`src/rtl/hex_matrix_loader_if.sv`:
```
// Byte-in / operand-write bundle between the UART receiver, the hex loader
// and the operand store.
interface hex_matrix_loader_if #(
  parameter int ADDR_W = 6,
  parameter int DATA_W = 8
);
  logic              clear;
  logic              received;
  logic [7:0]        rx_byte;
  logic              wr_en;
  logic [ADDR_W-1:0] wr_addr;
  logic [DATA_W-1:0] wr_data;
  logic              done;
  logic              parse_error;
  logic              err_pulse;

  modport master (
    output clear, received, rx_byte,
    input  wr_en, wr_addr, wr_data, done, parse_error, err_pulse
  );

  modport slave (
    input  clear, received, rx_byte,
    output wr_en, wr_addr, wr_data, done, parse_error, err_pulse
  );
endinterface

```
`src/rtl/hex_matrix_loader.sv`:
```
// Parses whitespace-separated ASCII hex tokens into operand values and writes
// them in order to the matrix operand store.
module hex_matrix_loader #(
  parameter int NUM_VALUES = 32,
  parameter int MAX_DIGITS = 2,
  parameter int ADDR_W     = 6
) (
  input  logic                clk,
  input  logic                reset,
  hex_matrix_loader_if.slave  bus
);
  localparam int DATA_W = 4 * MAX_DIGITS;
  localparam int NDIG_W = $clog2(MAX_DIGITS + 1);

  typedef enum logic [1:0] {S_IDLE, S_DIGIT, S_SKIP, S_DONE} state_t;
  typedef enum logic [1:0] {C_DIGIT, C_SEP, C_OTHER} cls_t;

  function automatic cls_t classify(input logic [7:0] c);
    if ((c >= 8'h30 && c <= 8'h39) || (c >= 8'h41 && c <= 8'h46) ||
        (c >= 8'h61 && c <= 8'h66))
      return C_DIGIT;
    if (c == 8'h20 || c == 8'h0D || c == 8'h0A || c == 8'h2C)
      return C_SEP;
    return C_OTHER;
  endfunction

  // Letters have bit 6 set and their low nibble is value-9 for both cases.
  function automatic logic [3:0] nibble(input logic [3:0] lo, input logic is_alpha);
    logic [3:0] adj;
    adj = is_alpha ? 4'd9 : 4'd0;
    return lo + adj;
  endfunction

  state_t              state_q, state_d;
  logic [DATA_W-1:0]   acc_q, acc_d;
  logic [NDIG_W-1:0]   ndig_q, ndig_d;
  logic [ADDR_W-1:0]   addr_cnt_q, addr_cnt_d;
  logic                rx_valid_q, rx_valid_d;
  logic [7:0]          rx_byte_q, rx_byte_d;
  logic                wr_en_q, wr_en_d;
  logic [ADDR_W-1:0]   wr_addr_q, wr_addr_d;
  logic [DATA_W-1:0]   wr_data_q, wr_data_d;
  logic                done_q, done_d;
  logic                parse_error_q, parse_error_d;
  logic                err_pulse_q, err_pulse_d;

  cls_t                cls;
  logic [3:0]          nib;

  assign cls = classify(rx_byte_q);
  assign nib = nibble(rx_byte_q[3:0], rx_byte_q[6]);

  // The incoming byte is registered first, so the parser acts one edge later.
  always_comb begin
    state_d       = state_q;
    acc_d         = acc_q;
    ndig_d        = ndig_q;
    addr_cnt_d    = addr_cnt_q;
    rx_valid_d    = bus.received;
    rx_byte_d     = bus.received ? bus.rx_byte : rx_byte_q;
    wr_en_d       = 1'b0;
    wr_addr_d     = wr_addr_q;
    wr_data_d     = wr_data_q;
    done_d        = done_q;
    parse_error_d = parse_error_q;
    err_pulse_d   = 1'b0;

    if (bus.clear) begin
      state_d       = S_IDLE;
      acc_d         = '0;
      ndig_d        = '0;
      addr_cnt_d    = '0;
      rx_valid_d    = 1'b0;
      done_d        = 1'b0;
      parse_error_d = 1'b0;
    end else if (rx_valid_q) begin
      case (state_q)
        S_IDLE: begin
          if (cls == C_DIGIT) begin
            acc_d   = DATA_W'(nib);
            ndig_d  = NDIG_W'(1);
            state_d = S_DIGIT;
          end else if (cls == C_OTHER) begin
            err_pulse_d   = 1'b1;
            parse_error_d = 1'b1;
            state_d       = S_SKIP;
          end
        end
        S_DIGIT: begin
          if (cls == C_DIGIT && ndig_q < NDIG_W'(MAX_DIGITS)) begin
            acc_d  = (acc_q << 4) | DATA_W'(nib);
            ndig_d = ndig_q + NDIG_W'(1);
          end else if (cls == C_SEP) begin
            wr_en_d    = 1'b1;
            wr_addr_d  = addr_cnt_q;
            wr_data_d  = acc_q;
            addr_cnt_d = addr_cnt_q + ADDR_W'(1);
            if (addr_cnt_q == ADDR_W'(NUM_VALUES - 1)) begin
              state_d = S_DONE;
              done_d  = 1'b1;
            end else begin
              state_d = S_IDLE;
            end
          end else begin
            err_pulse_d   = 1'b1;
            parse_error_d = 1'b1;
            state_d       = S_SKIP;
          end
        end
        S_SKIP: begin
          if (cls == C_SEP)
            state_d = S_IDLE;
        end
        default: ;
      endcase
    end
  end

  always_ff @(posedge clk) begin
    if (!reset) begin
      state_q       <= S_IDLE;
      acc_q         <= '0;
      ndig_q        <= '0;
      addr_cnt_q    <= '0;
      rx_valid_q    <= 1'b0;
      rx_byte_q     <= '0;
      wr_en_q       <= 1'b0;
      wr_addr_q     <= '0;
      wr_data_q     <= '0;
      done_q        <= 1'b0;
      parse_error_q <= 1'b0;
      err_pulse_q   <= 1'b0;
    end else begin
      state_q       <= state_d;
      acc_q         <= acc_d;
      ndig_q        <= ndig_d;
      addr_cnt_q    <= addr_cnt_d;
      rx_valid_q    <= rx_valid_d;
      rx_byte_q     <= rx_byte_d;
      wr_en_q       <= wr_en_d;
      wr_addr_q     <= wr_addr_d;
      wr_data_q     <= wr_data_d;
      done_q        <= done_d;
      parse_error_q <= parse_error_d;
      err_pulse_q   <= err_pulse_d;
    end
  end

  assign bus.wr_en       = wr_en_q;
  assign bus.wr_addr     = wr_addr_q;
  assign bus.wr_data     = wr_data_q;
  assign bus.done        = done_q;
  assign bus.parse_error = parse_error_q;
  assign bus.err_pulse   = err_pulse_q;
endmodule
```
`src/flat_wrapper.sv`:
```
// flat-port wrapper written by rule: the top's interface ports become plain ports
module hex_matrix_loader_flat 
#(
  parameter int NUM_VALUES = 32,
  parameter int MAX_DIGITS = 2,
  parameter int ADDR_W     = 6
)
  (clk, reset, bus_clear, bus_received, bus_rx_byte, bus_wr_en, bus_wr_addr, bus_wr_data, bus_done, bus_parse_error, bus_err_pulse);
  hex_matrix_loader_if #(.ADDR_W(ADDR_W)) bus_i ();
  input  logic clk;
  input  logic reset;
  input wire logic [$bits(bus_i.clear)-1:0] bus_clear;
  input wire logic [$bits(bus_i.received)-1:0] bus_received;
  input wire logic [$bits(bus_i.rx_byte)-1:0] bus_rx_byte;
  output wire logic [$bits(bus_i.wr_en)-1:0] bus_wr_en;
  output wire logic [$bits(bus_i.wr_addr)-1:0] bus_wr_addr;
  output wire logic [$bits(bus_i.wr_data)-1:0] bus_wr_data;
  output wire logic [$bits(bus_i.done)-1:0] bus_done;
  output wire logic [$bits(bus_i.parse_error)-1:0] bus_parse_error;
  output wire logic [$bits(bus_i.err_pulse)-1:0] bus_err_pulse;
  assign bus_i.clear = bus_clear;
  assign bus_i.received = bus_received;
  assign bus_i.rx_byte = bus_rx_byte;
  assign bus_wr_en = bus_i.wr_en;
  assign bus_wr_addr = bus_i.wr_addr;
  assign bus_wr_data = bus_i.wr_data;
  assign bus_done = bus_i.done;
  assign bus_parse_error = bus_i.parse_error;
  assign bus_err_pulse = bus_i.err_pulse;
  hex_matrix_loader #(.NUM_VALUES(NUM_VALUES), .MAX_DIGITS(MAX_DIGITS), .ADDR_W(ADDR_W)) u_core (.clk(clk), .reset(reset), .bus(bus_i));
endmodule
```
`config.mk`:
```
export PLATFORM = sky130hd
export DESIGN_NAME = hex_matrix_loader_flat
export DESIGN_NICKNAME = d
export VERILOG_FILES = /design/src/rtl/hex_matrix_loader_if.sv /design/src/rtl/hex_matrix_loader.sv /design/src/flat_wrapper.sv
export SDC_FILE = /design/constraint.sdc
export NUM_CORES = 1
export LEC_CHECK = 0
export BUFFER_PORTS_ARGS = -buffer_cell sky130_fd_sc_hd__buf_2
export CELL_PAD_IN_SITES_DETAIL_PLACEMENT = 1
export CELL_PAD_IN_SITES_GLOBAL_PLACEMENT = 1
export CORE_MARGIN = 2
export CORE_UTILIZATION = 39
export DETAILED_ROUTE_END_ITERATION = 12
export PLACE_DENSITY_LB_ADDON = 0.1
export SYNTH_ARGS = -nofsm -noshare
export SYNTH_HDL_FRONTEND = slang
export SYNTH_SLANG_ARGS = --single-unit
```
`constraint.sdc`:
```
create_clock -name clk -period 2.2 [get_ports clk]
set_input_delay 0.44 -clock clk [delete_from_list [all_inputs] [get_ports clk]]
set_output_delay 0.44 -clock clk [all_outputs]
set_load 0.05 [all_outputs]
```
-- Yosys cells after proc, flatten, opt, wreduce, memory -nomap -nowiden
Cells that the tools add are included.
- register bits after elaboration: 45
- latch bits: 0
- bits in writable memories: 0
- ROM bits: 0
- input bits: 12
- output and inout bits: 18
- memories: 0
- add/sub/neg operators: 3
- multipliers: 0
- divide/modulo/power cells: 0
- magnitude comparators: 7
- eq/ne operators: 17
- shift-type cells: 0
- muxes and demuxes: 32
- bitwise gates (word level): 6
- reductions and logical operators: 22
- operators with widths (kind ; number):
    $mux W2 ; 12
    $eq A8 B4 Y1 const B ; 2
    $eq A8 B6 Y1 const B ; 2
    $ge A8 B7 Y1 const B ; 2
    $le A8 B7 Y1 const B ; 2
    $mux W8 ; 2
    $pmux W8 S2 ; 1
    $reduce_and A5 Y1 ; 3
    $mux W1 ; 12
    $ge A8 B6 Y1 const B ; 1
    $le A8 B6 Y1 const B ; 1
    $ne A2 B1 Y1 const B ; 4
    $or A8 B4 Y8 ; 1
    $reduce_and A4 Y1 ; 2
    $add A6 B1 Y6 const B ; 1
    $eq A6 B5 Y1 const B ; 1
    $ne A2 B2 Y1 const B ; 3
    $pmux W2 S3 ; 1
    $reduce_and A6 Y1 ; 1
    $logic_or A1 B1 Y1 ; 5
    $not A1 Y1 ; 5
    $reduce_or A5 Y1 ; 1
    $add A4 B4 Y4 ; 1
    $eq A2 B1 Y1 const B ; 2
    other kinds (13) ; 19

-- Logic depth before layout (Yosys ltp)
Gate-level depths: netlist of run 1.
- word-level depth: 12
- gate-level depth with buffers: 9

-- Worst setup path before layout of run 1
No wires, ideal clock.
- path type: register to register
- start: reg u_core.rx_byte_q[2]
- end: reg u_core.state_q[0]
- setup time: 0.071 ns
- arrival time: 2.028 ns
- data required time: 2.129 ns
- path slack: 0.102 ns
- cell stages (with the launch flop): 8
- buffers on the path: 1
- period minus slack after synthesis: 2.098 ns
- path through: dfxtp_1 -> buf_6 -> or4_4 -> a32oi_4 -> nor2_2 -> a221o_1 -> or3_1 -> a21oi_1
- word-level cells in the longest chain between the ends: 12
- ends and longest elaborated chain (what ; line ; text):
    start, declared ; hex_matrix_loader.sv:39 ; logic [7:0] rx_byte_q, rx_byte_d;
    start signal, assigned ; hex_matrix_loader.sv:139 ; rx_byte_q <= rx_byte_d;
    branches (longest 7 deep; another with $ge A8 B6 Y1) ; - ;
    $mux W2 * ; hex_matrix_loader.sv:22 ; if (c == 8'h20 || c == 8'h0D || c == 8'h0A || c == 8'h2C)
    $eq A2 B1 Y1 / $logic_not A2 Y1 (equally long branches) ; - ;
    $mux W2 / $logic_and A1 B1 Y1 (equally long branches) ; hex_matrix_loader.sv:93, hex_matrix_loader.sv:90 ;
    $mux W2 / $ne A2 B2 Y1 (equally long branches) ; - ;
    $pmux W2 S3 / $reduce_and A5 Y1 (equally long branches) ; - ;
    end signal, assigned ; hex_matrix_loader.sv:134 ; state_q <= state_d;
    end, declared ; hex_matrix_loader.sv:34 ; state_t state_q, state_d;
Mark *: on every way between the ends. The select of a mux whose other input is x is not followed.
A chain may end at the register's enable or synchronous reset.

-- Final worst setup path of run 1
- start: reg u_core.rx_byte_q[0]
- end: reg u_core.state_q[0]
The elaborated chain is that of the path after synthesis.

==> results of run 1 <==
-- stage by stage --
step / hold slack [ps] / utilization (%) / cell area (sq um) / std cells / power [mW]
6_report: 402 / 48.9 / 2530 / 329 / 1.53
5_1_grt: 422 / 48.9 / 2530 / 329 / 1.61
4_1_cts: 399 / 48.0 / 2480 / 326 / 1.55
3_5_place_dp: 463 / 46.1 / 2380 / 318 / 0.985
3_3_place_gp: 457 / 46.1 / 2380 / 318 / 0.985
2_1_floorplan: 446 / - / 2110 / 219 / 0.942
-- worst min-delay path, delay by kind of cell --
family	cells	cell delay [ps]
buf+inv	1	70
mux	1	50
simple gates	1	90
-- kinds of logic (layout without fill, tap and decap cells) --
family | after synthesis | count (layout) | synth area share [%]
AOI/OAI and AO/OA | 29 | 29 | 9.77
xor gates and xnor gates | 9 | 9 | 3.73
adders and majority gates | 7 | 7 | 4.14
buffers and inverters | 17 | 57 | 4.03
DFF | 45 | 45 | 42.6
muxes | 26 | 26 | 12.3
and+or+nand+nor | 86 | 86 | 23.4
-- power groups by stage --
stage / clock network (mW) / registers [mW] / logic, mW
final: 0.562 / 0.840 / 0.132
after global routing: 0.621 / 0.843 / 0.148
after CTS: 0.583 / 0.840 / 0.127
after detailed placement: 0 / 0.859 / 0.126
after global placement: 0 / 0.858 / 0.126
after floorplan: 0 / 0.855 / 0.0879
-- synth_stat cells (2+ instances only) --
cell / number
buf_6: 2
xor2_1: 5
nor2b_1: 26
o211ai_1: 2
clkbuf_1: 7
nor3_1: 6
inv_1: 5
dfxtp_1: 45
and2_1: 3
nand4_1: 3
ha_1: 7
nor2_1: 13
buf_2: 2
nand2_1: 6
and3_1: 3
mux2i_1: 26
nand3_1: 7
nand2b_1: 6
a211oi_1: 2
or3_1: 2
xnor2_1: 4
a31oi_1: 2
o21ai_0: 7
a21oi_1: 10
-- flip-flops by register name, summed over array words and instances, names as in the netlist --
signal	count
u_core.acc_q	8
u_core.addr_cnt_q	6
u_core.bus.done	1
u_core.bus.err_pulse	1
u_core.bus.parse_error	1
u_core.bus.wr_addr	6
u_core.bus.wr_data	8
u_core.bus.wr_en	1
u_core.ndig_q	2
u_core.rx_byte_q	8
u_core.rx_valid_q	1
u_core.state_q	2
-- timing repair --
item,in CTS,in global routing
buffers inserted,0,3
setup endpoints to repair,0,16
resized for setup,0,7
-- layer usage --
layer	part of all wire [%]	track usage, %	vias up
met5	0	0	-
met4	1.4	6.79	0
met3	2.3	2.56	6
met2	45	24.5	23
met1	51	22.5	786
li1	-	-	836
-- final cells by class --
class / count / area, sq um / area share (%)
tap: 70 / 87.6 / 3.46
clock inverter: 2 / 17.5 / 0.692
multi-input combinational: 157 / 1150 / 45.4
clock buffer: 6 / 82.6 / 3.26
timing repair buffer: 44 / 270 / 10.7
sequential: 45 / 906 / 35.8
inverter: 5 / 18.8 / 0.741
-- worst min-delay path by stage --
stage                                      start                               end  slack (ps)  cells past startpoint
floorplan           u_core.acc_q[4]$_SDFFE_PP0P_      u_core.acc_q[4]$_SDFFE_PP0P_         450                      2
global placement    u_core.acc_q[5]$_SDFFE_PP0P_      u_core.acc_q[5]$_SDFFE_PP0P_         460                      2
detailed placement  u_core.acc_q[6]$_SDFFE_PP0P_      u_core.acc_q[6]$_SDFFE_PP0P_         460                      2
CTS                               bus_rx_byte[4]  u_core.rx_byte_q[4]$_SDFFE_PN0P_         400                      3
global route                      bus_rx_byte[5]  u_core.rx_byte_q[5]$_SDFFE_PN0P_         420                      3
finish                            bus_rx_byte[4]  u_core.rx_byte_q[4]$_SDFFE_PN0P_         400                      3
==> qor.txt, run 1 <==
status: finished, final reports clean
Area Growth Syn to Fin: 19.8%
Max Cap Violations: 0
DR WL/cell: 13.7 um
CP max-delay cell: or4_4
Logic pwr share: 8.6%
sequential element share of the synthesized area: 42.6%
required time of the critical path: 2440 ps
Final min period: 2090 ps
VDD IR-drop max: 0.000260 V
most common cell after layout, fill and taps aside: dfxtp_1
setup violators final: 0
final setup TNS: 0 ps
Die Wd: 77.6 um
GP Congestion: 0.865
CTS buffer count: 5
via/cell ratio: 5.02
crit path max fanout: 5
r2r setup slk: 110 ps
cell internal pwr: 1.15 mW
largest area contributor in the netlist: dfxtp_1
Pre-antenna DRT Iters: 4
layout cells sized above 1: 24.3%
DRT antenna net count: 0
I/O Pins: 30
CP cell instances: or4_4 -> a32oi_4 -> nor2_2 -> a221o_1 -> or3_4 -> a21oi_2
DRC viols: 0
CP endpoint kind: register
CP Capture Point: u_core.state_q[0]$_SDFFE_PP0P_
Switching Share: 25.0%
RSZ-0062 raised after global routing: no
ANT cells: 0
cell family with most CP delay: simple AND/OR/NAND/NOR gates
syn nets: 238
Syn Inst Count: 219
Placeable Area: 5170 sq um
measured slew at the worst slew-check pin: 483 ps
Reg power frac: 54.8%
Die Area: 6020 sq um
count of cell types in the netlist: 42
net switching power: 384 uW
pin count of the biggest net entering global routing: 25
vias in the first global route: 1,659
# rows: 26
Root Driver: clkbuf_8
starting DRC count in detailed routing: 54
Slew headroom: 67.3%
Place WS: 46.2 ps
synth warn: 0
Buf/Inv on CP: 0
Remaining Overflow, GRT: 0
critical path depth: 6
worst reg2reg endpoint: u_core.state_q[0]$_SDFFE_PP0P_
Clock Path Buffers: 2
mapped cell area: 2110 sq um
CTS Hold Buffers Added: 0
Synth area leaders: dfxtp_1 43%, mux2i_1 12%, nor2b_1 7.7%
Nets: 277
Yosys reg bits: 45
Async S/R FF share, synth: 0%
clk_lat worst skew: 300 ps
via count: 1,651
fillers: 601
Setup WS post-layout: 112 ps
fin crit share: 94.9%
skew final: 7.48 ps
Synth top area share: 42.6%
Worst Setup SP: u_core.rx_byte_q[0]$_SDFFE_PN0P_
clock share of power: 36.6%
Post-synth EDFFs: 0
post-DP HPWL: 3270 um
most frequent cells in the layout: 43 x dfxtp_1, 29 x buf_2, 26 x nor2b_1, 26 x mux2i_1, 14 x buf_4
Clock transition at path regs: 90 ps
reg2reg path depth: 6
Initial Util: 40.9%
Max Freq: 479 MHz
final hold violations: 0
initial antenna violation count: 0
Slew Viols, Final: 0
max incr delay on CP: 540 ps
reg2reg start: u_core.rx_byte_q[0]$_SDFFE_PN0P_
critical path start-end classification: reg -> reg
Worst setup SP type: register
depth of the CTS H-tree: 2
Synth Flop Type: dfxtp_1
CTS Sinks: 45
CTS tree: built
first-pass GRT wire length: 7880 um
Hold Crit Class: in -> reg
Port Buffers: 29
CP Data Arrival Time: 2330 ps
LEAKAGE: 0.967 nW
Avg Cell Area, Syn: 9.65 sq um
DRT Wirelength: 4520 um
Total GRT Usage: 16.1%
Die Span Y: 77.6 um
power per cell area: 606 nW/um^2
Note: power is estimated with default switching activity, not from simulation.
==> inputs of run 2 (changes only) <==
--- a/config.mk
+++ b/config.mk
@@ -9,7 +9,7 @@
 export CELL_PAD_IN_SITES_DETAIL_PLACEMENT = 1
 export CELL_PAD_IN_SITES_GLOBAL_PLACEMENT = 1
 export CORE_MARGIN = 2
-export CORE_UTILIZATION = 39
+export CORE_UTILIZATION = 43
 export DETAILED_ROUTE_END_ITERATION = 12
 export PLACE_DENSITY_LB_ADDON = 0.1
 export SYNTH_ARGS = -nofsm -noshare
==> constraint.sdc (replaced) <==
create_clock -name clk -period 1.99 [get_ports clk]
set_input_delay 0.398 -clock clk [delete_from_list [all_inputs] [get_ports clk]]
set_output_delay 0.398 -clock clk [all_outputs]
set_load 0.05 [all_outputs]
==> qor.txt, run 2 (synthesized netlist as in run 1, its figures left out) <==
Pre-antenna DRT Iters: 4 (unchanged)
Placeable Area: 4720 sq um (was 5170 sq um)
CP cell instances: or4_4 -> a32oi_4 -> nor2_2 -> a221o_1 -> or3_1 -> a21oi_1 (was or4_4 -> a32oi_4 -> nor2_2 -> a221o_1 -> or3_4 -> a21oi_2)
fillers: 547 (was 601)
Slew headroom: 67.8% (was 67.3%)
Final min period: 2060 ps (was 2090 ps)
most common cell after layout, fill and taps aside: dfxtp_1 (unchanged)
LEAKAGE: 1.00 nW (was 0.967 nW)
via count: 1,688 (was 1,651)
Root Driver: clkbuf_8 (unchanged)
critical path start-end classification: reg -> reg (unchanged)
crit path max fanout: 5 (unchanged)
CP Data Arrival Time: 2290 ps (was 2330 ps)
I/O Pins: 30 (unchanged)
ANT cells: 0 (unchanged)
skew final: 6.41 ps (was 7.48 ps)
layout cells sized above 1: 27.7% (was 24.3%)
Initial Util: 44.7% (was 40.9%)
CTS buffer count: 5 (unchanged)
Setup WS post-layout: -75.0 ps (was 112 ps)
CTS Sinks: 45 (unchanged)
DRT Wirelength: 4650 um (was 4520 um)
measured slew at the worst slew-check pin: 481 ps (was 483 ps)
final hold violations: 0 (unchanged)
DR WL/cell: 13.9 um (was 13.7 um)
Die Wd: 74.1 um (was 77.6 um)
Slew Viols, Final: 0 (unchanged)
RSZ-0062 raised after global routing: yes (was no)
via/cell ratio: 5.05 (was 5.02)
power per cell area: 655 nW/um^2 (was 606 nW/um^2)
VDD IR-drop max: 0.000518 V (was 0.000260 V)
Clock transition at path regs: 80 ps (was 90 ps)
Total GRT Usage: 18.0% (was 16.1%)
Port Buffers: 29 (unchanged)
CP max-delay cell: or4_4 (unchanged)
Core Util, Final: 54.8% (was 48.9%)
# rows: 25 (was 26)
DRT antenna net count: 0 (unchanged)
cell family with most CP delay: simple AND/OR/NAND/NOR gates (unchanged)
failing checks: negative setup slack
Die Span Y: 74.1 um (was 77.6 um)
fin crit share: 104% (was 94.9%)
first-pass GRT wire length: 7740 um (was 7880 um)
initial antenna violation count: 0 (unchanged)
setup violators final: 6 (was 0)
Area Growth Syn to Fin: 22.4% (was 19.8%)
clk_lat worst skew: 290 ps (was 300 ps)
most frequent cells in the layout: 40 x dfxtp_1, 29 x buf_2, 26 x mux2i_1, 25 x nor2b_1, 22 x buf_4 (was 43 x dfxtp_1, 29 x buf_2, 26 x nor2b_1, 26 x mux2i_1, 14 x buf_4)
vias in the first global route: 1,715 (was 1,659)
Max Freq: 484 MHz (was 479 MHz)
max incr delay on CP: 550 ps (was 540 ps)
Fin Hold WS: 367 ps (was 402 ps)
Remaining Overflow, GRT: 0 (unchanged)
depth of the CTS H-tree: 2 (unchanged)
Clock Path Buffers: 2 (unchanged)
required time of the critical path: 2220 ps (was 2440 ps)
starting DRC count in detailed routing: 34 (was 54)
CP endpoint kind: register (unchanged)
pin count of the biggest net entering global routing: 21 (was 25)
GP Congestion: 0.825 (was 0.865)
CTS tree: built (unchanged)
CTS Hold Buffers Added: 0 (unchanged)
Max Cap Violations: 0 (unchanged)
Die Area: 5490 sq um (was 6020 sq um)
Worst setup SP type: register (unchanged)
Hold Crit Class: in -> reg (unchanged)
Buf/Inv on CP: 0 (unchanged)
final setup TNS: -191 ps (was 0 ps)
DRC viols: 0 (unchanged)
post-DP HPWL: 3420 um (was 3270 um)
Nets: 285 (was 277)
status: finished with violations (was finished, final reports clean)
## run 2: worst paths after layout
kind / start / end / slack, ps / depth (start not counted)
setup reg to reg: u_core.rx_byte_q[0]$_SDFFE_PN0P_ / u_core.state_q[0]$_SDFFE_PP0P_ / -70 / 6
hold / removal: bus_rx_byte[4] / u_core.rx_byte_q[4]$_SDFFE_PN0P_ / 370 / 3
hold reg to reg: u_core.acc_q[5]$_SDFFE_PP0P_ / u_core.acc_q[5]$_SDFFE_PP0P_ / 470 / 2
setup / recovery: u_core.rx_byte_q[0]$_SDFFE_PN0P_ / u_core.state_q[0]$_SDFFE_PP0P_ / -70 / 6
## run 2: repair_timing
action	4_1_cts	5_1_grt
endpoints found under the setup margin	16	28
gates cloned	0	1
gates resized for setup	1	11
setup buffers	1	0
## run 2: layout make-up
cell class / instances / area, sq um / area share, %
flip-flops and latches: 45 / 907 / 35.1
multi-input cells: 157 / 1150 / 44.4
repair buffers: 52 / 330 / 12.8
well taps: 67 / 83.8 / 3.24
clock inverters: 2 / 16.3 / 0.629
clock buffers: 6 / 82.6 / 3.19
inverters: 5 / 18.8 / 0.726
## run 2: per-stage QoR
stage | cell area (sq um) | worst slack (ps) | total power, mW | instances
after floorplan | 2110 | -53.4 | 1.04 | 219
after global placement | 2450 | -20.9 | 1.10 | 324
after detailed placement | 2450 | -91.0 | 1.10 | 324
after CTS | 2550 | -84.1 | 1.71 | 333
after global routing | 2590 | -153 | 1.77 | 334
final | 2590 | -75.0 | 1.69 | 334
## run 2: worst register-to-register path, delay by kind of cell, from the launching register on
family / cells / cell delay, ps
AND/OR/NAND/NOR: 3 / 970
flip-flops: 1 / 350
AO/OA/AOI/OAI: 3 / 680
## run 2: where the power goes
group / internal (mW) / switching [mW] / total [mW]
combinational: 0.0791 / 0.0799 / 0.159
clock: 0.286 / 0.321 / 0.607
sequential: 0.913 / 0.0155 / 0.929
total: 1.28 / 0.416 / 1.69
## run 2: routing by layer
metal  wire length [um]  part of all wire, %  vias up  global-route usage [%]
met4                 36                 0.77        0                    6.26
met3                132                  2.8        4                    4.07
li1                   -                    -      846                       -
met2               2200                   47       20                    29.1
met5                  0                    0        -                       0
met1               2270                   49      818                    23.7
==> inputs of run 3 (changes only) <==
--- a/config.mk
+++ b/config.mk
@@ -5,12 +5,12 @@
 export SDC_FILE = /design/constraint.sdc
 export NUM_CORES = 1
 export LEC_CHECK = 0
-export BUFFER_PORTS_ARGS = -buffer_cell sky130_fd_sc_hd__buf_2
 export CELL_PAD_IN_SITES_DETAIL_PLACEMENT = 1
 export CELL_PAD_IN_SITES_GLOBAL_PLACEMENT = 1
 export CORE_MARGIN = 2
-export CORE_UTILIZATION = 43
+export CORE_UTILIZATION = 48
 export DETAILED_ROUTE_END_ITERATION = 12
+export DONT_BUFFER_PORTS = 1
 export PLACE_DENSITY_LB_ADDON = 0.1
 export SYNTH_ARGS = -nofsm -noshare
 export SYNTH_HDL_FRONTEND = slang
==> qor.txt, run 3 (synthesized netlist as in run 1, its figures left out) <==
status: finished with violations (unchanged)
failing checks: negative setup slack (unchanged)
Nets: 259 (was 285)
most frequent cells in the layout: 39 x dfxtp_1, 25 x mux2i_1, 25 x nor2b_1, 24 x buf_4, 13 x nor2_1 (was 40 x dfxtp_1, 29 x buf_2, 26 x mux2i_1, 25 x nor2b_1, 22 x buf_4)
layout cells sized above 1: 22.9% (was 27.7%)
Logic pwr share: 9.2% (was 9.4%)
cell internal pwr: 1.23 mW (was 1.28 mW)
CTS Sinks: 45 (unchanged)
Remaining Overflow, GRT: 0 (unchanged)
Reg area: 911 sq um (was 907 sq um)
Root Driver: clkbuf_8 (unchanged)
clock share of power: 33.8% (was 35.8%)
CTS tree: built (unchanged)
depth of the CTS H-tree: 2 (unchanged)
VDD IR-drop max: 0.000603 V (was 0.000518 V)
via/cell ratio: 5.48 (was 5.05)
Switching Share: 24.6% (about the same)
LEAKAGE: 0.879 nW (was 1.00 nW)
Final Instance Count excl. Fillers: 292 (was 334)
Clock transition at path regs: 80 ps (about the same)
Clock Path Buffers: 2 (unchanged)
final hold violations: 0 (unchanged)
setup violators final: 3 (was 6)
multi-input logic area: 1180 sq um (was 1150 sq um)
measured slew at the worst slew-check pin: 847 ps (was 481 ps)
Area Growth Syn to Fin: 17.0% (was 22.4%)
reg2reg start: u_core.rx_byte_q[0]$_SDFFE_PN0P_ (unchanged)
DRT Wirelength: 5030 um (was 4650 um)
Initial Util: 49.2% (was 44.7%)
required time of the critical path: 2210 ps (was 2220 ps)
worst reg2reg endpoint: u_core.state_q[0]$_SDFFE_PP0P_ (unchanged)
vias in the first global route: 1,738 (was 1,715)
GRT met2 Usage: 35.2% (was 29.1%)
final setup TNS: -211 ps (was -191 ps)
RSZ-0062 raised after global routing: yes (unchanged)
clk_lat worst skew: 300 ps (was 290 ps)
Max Cap Violations: 0 (unchanged)
initial antenna violation count: 0 (unchanged)
Die Area: 4950 sq um (was 5490 sq um)
DR WL/cell: 17.2 um (was 13.9 um)
crit path max fanout: 3 (was 5)
via count: 1,599 (was 1,688)
Final min period: 2090 ps (was 2060 ps)
Die Wd: 70.4 um (was 74.1 um)
DRC viols: 0 (unchanged)
most common cell after layout, fill and taps aside: dfxtp_1 (unchanged)
starting DRC count in detailed routing: 105 (was 34)
Slew headroom: 43.6% (was 67.8%)
pin count of the biggest net entering global routing: 25 (was 21)
reg2reg path depth: 6 (unchanged)
# rows: 24 (was 25)
Setup WS post-layout: -98.4 ps (was -75.0 ps)
Hold Crit Class: in -> reg (unchanged)
first-pass GRT wire length: 8400 um (was 7740 um)
Port Buffers: 0 (was 29)
fin crit share: 105% (was 104%)
Min-Delay Startpoint: bus_received (was bus_rx_byte[4])
CP endpoint kind: register (unchanged)
hold depth: 1 (was 3)
DRT antenna net count: 0 (unchanged)
post-DP HPWL: 3440 um (was 3420 um)
Place WS: -123 ps (was -91.0 ps)
ANT cells: 0 (unchanged)
met1 GRT Util: 27.5% (was 23.7%)
Slew Viols, Final: 0 (unchanged)
r2r setup slk: -100 ps (was -70 ps)
fillers: 499 (was 547)
skew final: 6.79 ps (was 6.41 ps)
CP Data Arrival Time: 2310 ps (was 2290 ps)
GP Congestion: 0.876 (was 0.825)
Placeable Area: 4290 sq um (was 4720 sq um)
I/O Pins: 30 (unchanged)
GR Layer Usage met3: 5.34% (was 4.07%)
Reg power frac: 56.9% (was 54.8%)
GR peak layer: met2 (unchanged)
power per cell area: 662 nW/um^2 (was 655 nW/um^2)
Max Freq: 479 MHz (was 484 MHz)
net switching power: 402 uW (was 416 uW)
Worst setup SP type: register (unchanged)
critical path start-end classification: reg -> reg (unchanged)
CTS buffer count: 5 (unchanged)
Pre-antenna DRT Iters: 4 (unchanged)
Total GRT Usage: 21.4% (was 18.0%)
Placed Cells: 279 (was 324)
Fin Hold WS: 222 ps (was 367 ps)
Die Span Y: 70.4 um (was 74.1 um)
Worst Hold End: u_core.rx_valid_q$_SDFF_PP0_ (was u_core.rx_byte_q[4]$_SDFFE_PN0P_)
run 3: cell types whose count changed in the layout (fill, tap and decap cells not counted), moves of 2 or more:
cell    change
buf_2      -29
buf_4       +2
nor3_1      -2
nor3_2      +2
run 3: final cells by class:
class,count,share of cell area [%]
clock buffers,5,2.78
clock inverters,2,0.557
inverters,5,0.759
multi-input cells,157,47.9
flip-flops and latches,45,36.8
well taps,52,2.63
repair buffers,26,8.55
run 3: worst max path at each step:
stage,startpoint,endpoint,slack (ps)
after floorplan,u_core.rx_byte_q[2]$_SDFFE_PN0P_,u_core.state_q[0]$_SDFFE_PP0P_,-50
after global placement,u_core.rx_byte_q[0]$_SDFFE_PN0P_,u_core.state_q[0]$_SDFFE_PP0P_,-40
after detailed placement,u_core.rx_byte_q[2]$_SDFFE_PN0P_,u_core.state_q[0]$_SDFFE_PP0P_,-120
after CTS,u_core.rx_byte_q[0]$_SDFFE_PN0P_,u_core.state_q[0]$_SDFFE_PP0P_,-120
after global routing,u_core.rx_byte_q[0]$_SDFFE_PN0P_,u_core.state_q[0]$_SDFFE_PP0P_,-170
final,u_core.rx_byte_q[0]$_SDFFE_PN0P_,u_core.state_q[0]$_SDFFE_PP0P_,-100
run 3: metal layers:
metal | share of wire, % | vias to the layer above
met5 | 0 | -
met4 | 1.1 | 0
met3 | 4.3 | 8
met2 | 51 | 33
met1 | 44 | 764
li1 | - | 794
run 3: power by group through the flow:
| stage | sequential [mW] | combinational, mW | clock (mW) |
|---|---|---|---|
| 2_1_floorplan | 0.945 | 0.0971 | 0 |
| 3_3_place_gp | 0.948 | 0.125 | 0 |
| 3_5_place_dp | 0.950 | 0.131 | 0 |
| 4_1_cts | 0.928 | 0.146 | 0.567 |
| 5_1_grt | 0.933 | 0.165 | 0.612 |
| 6_report | 0.932 | 0.151 | 0.553 |
run 3: repair_timing:
item / in CTS / in global routing
buffers inserted: 5 / 2
pin swaps: 7 / 4
resized for setup: 12 / 10
setup endpoints to repair: 13 / 29
hold buffers: 0 / 0
run 3: worst max-delay path, cell delays in order, from the launching register on:
cell,delay [ps]
dfxtp_4,360
or4_4,530
a32oi_4,220
nor2_2,70
a221o_1,360
or3_1,330
a21oi_2,130
run 3: per-stage QoR:
stage          total power, mW  cell area, sq um  util [%]
3_5_place_dp              1.08              2270      53.0
2_1_floorplan             1.04              2110         -
5_1_grt                   1.71              2470      57.6
3_3_place_gp              1.07              2270      53.0
4_1_cts                   1.64              2430      56.6
6_report                  1.64              2470      57.6
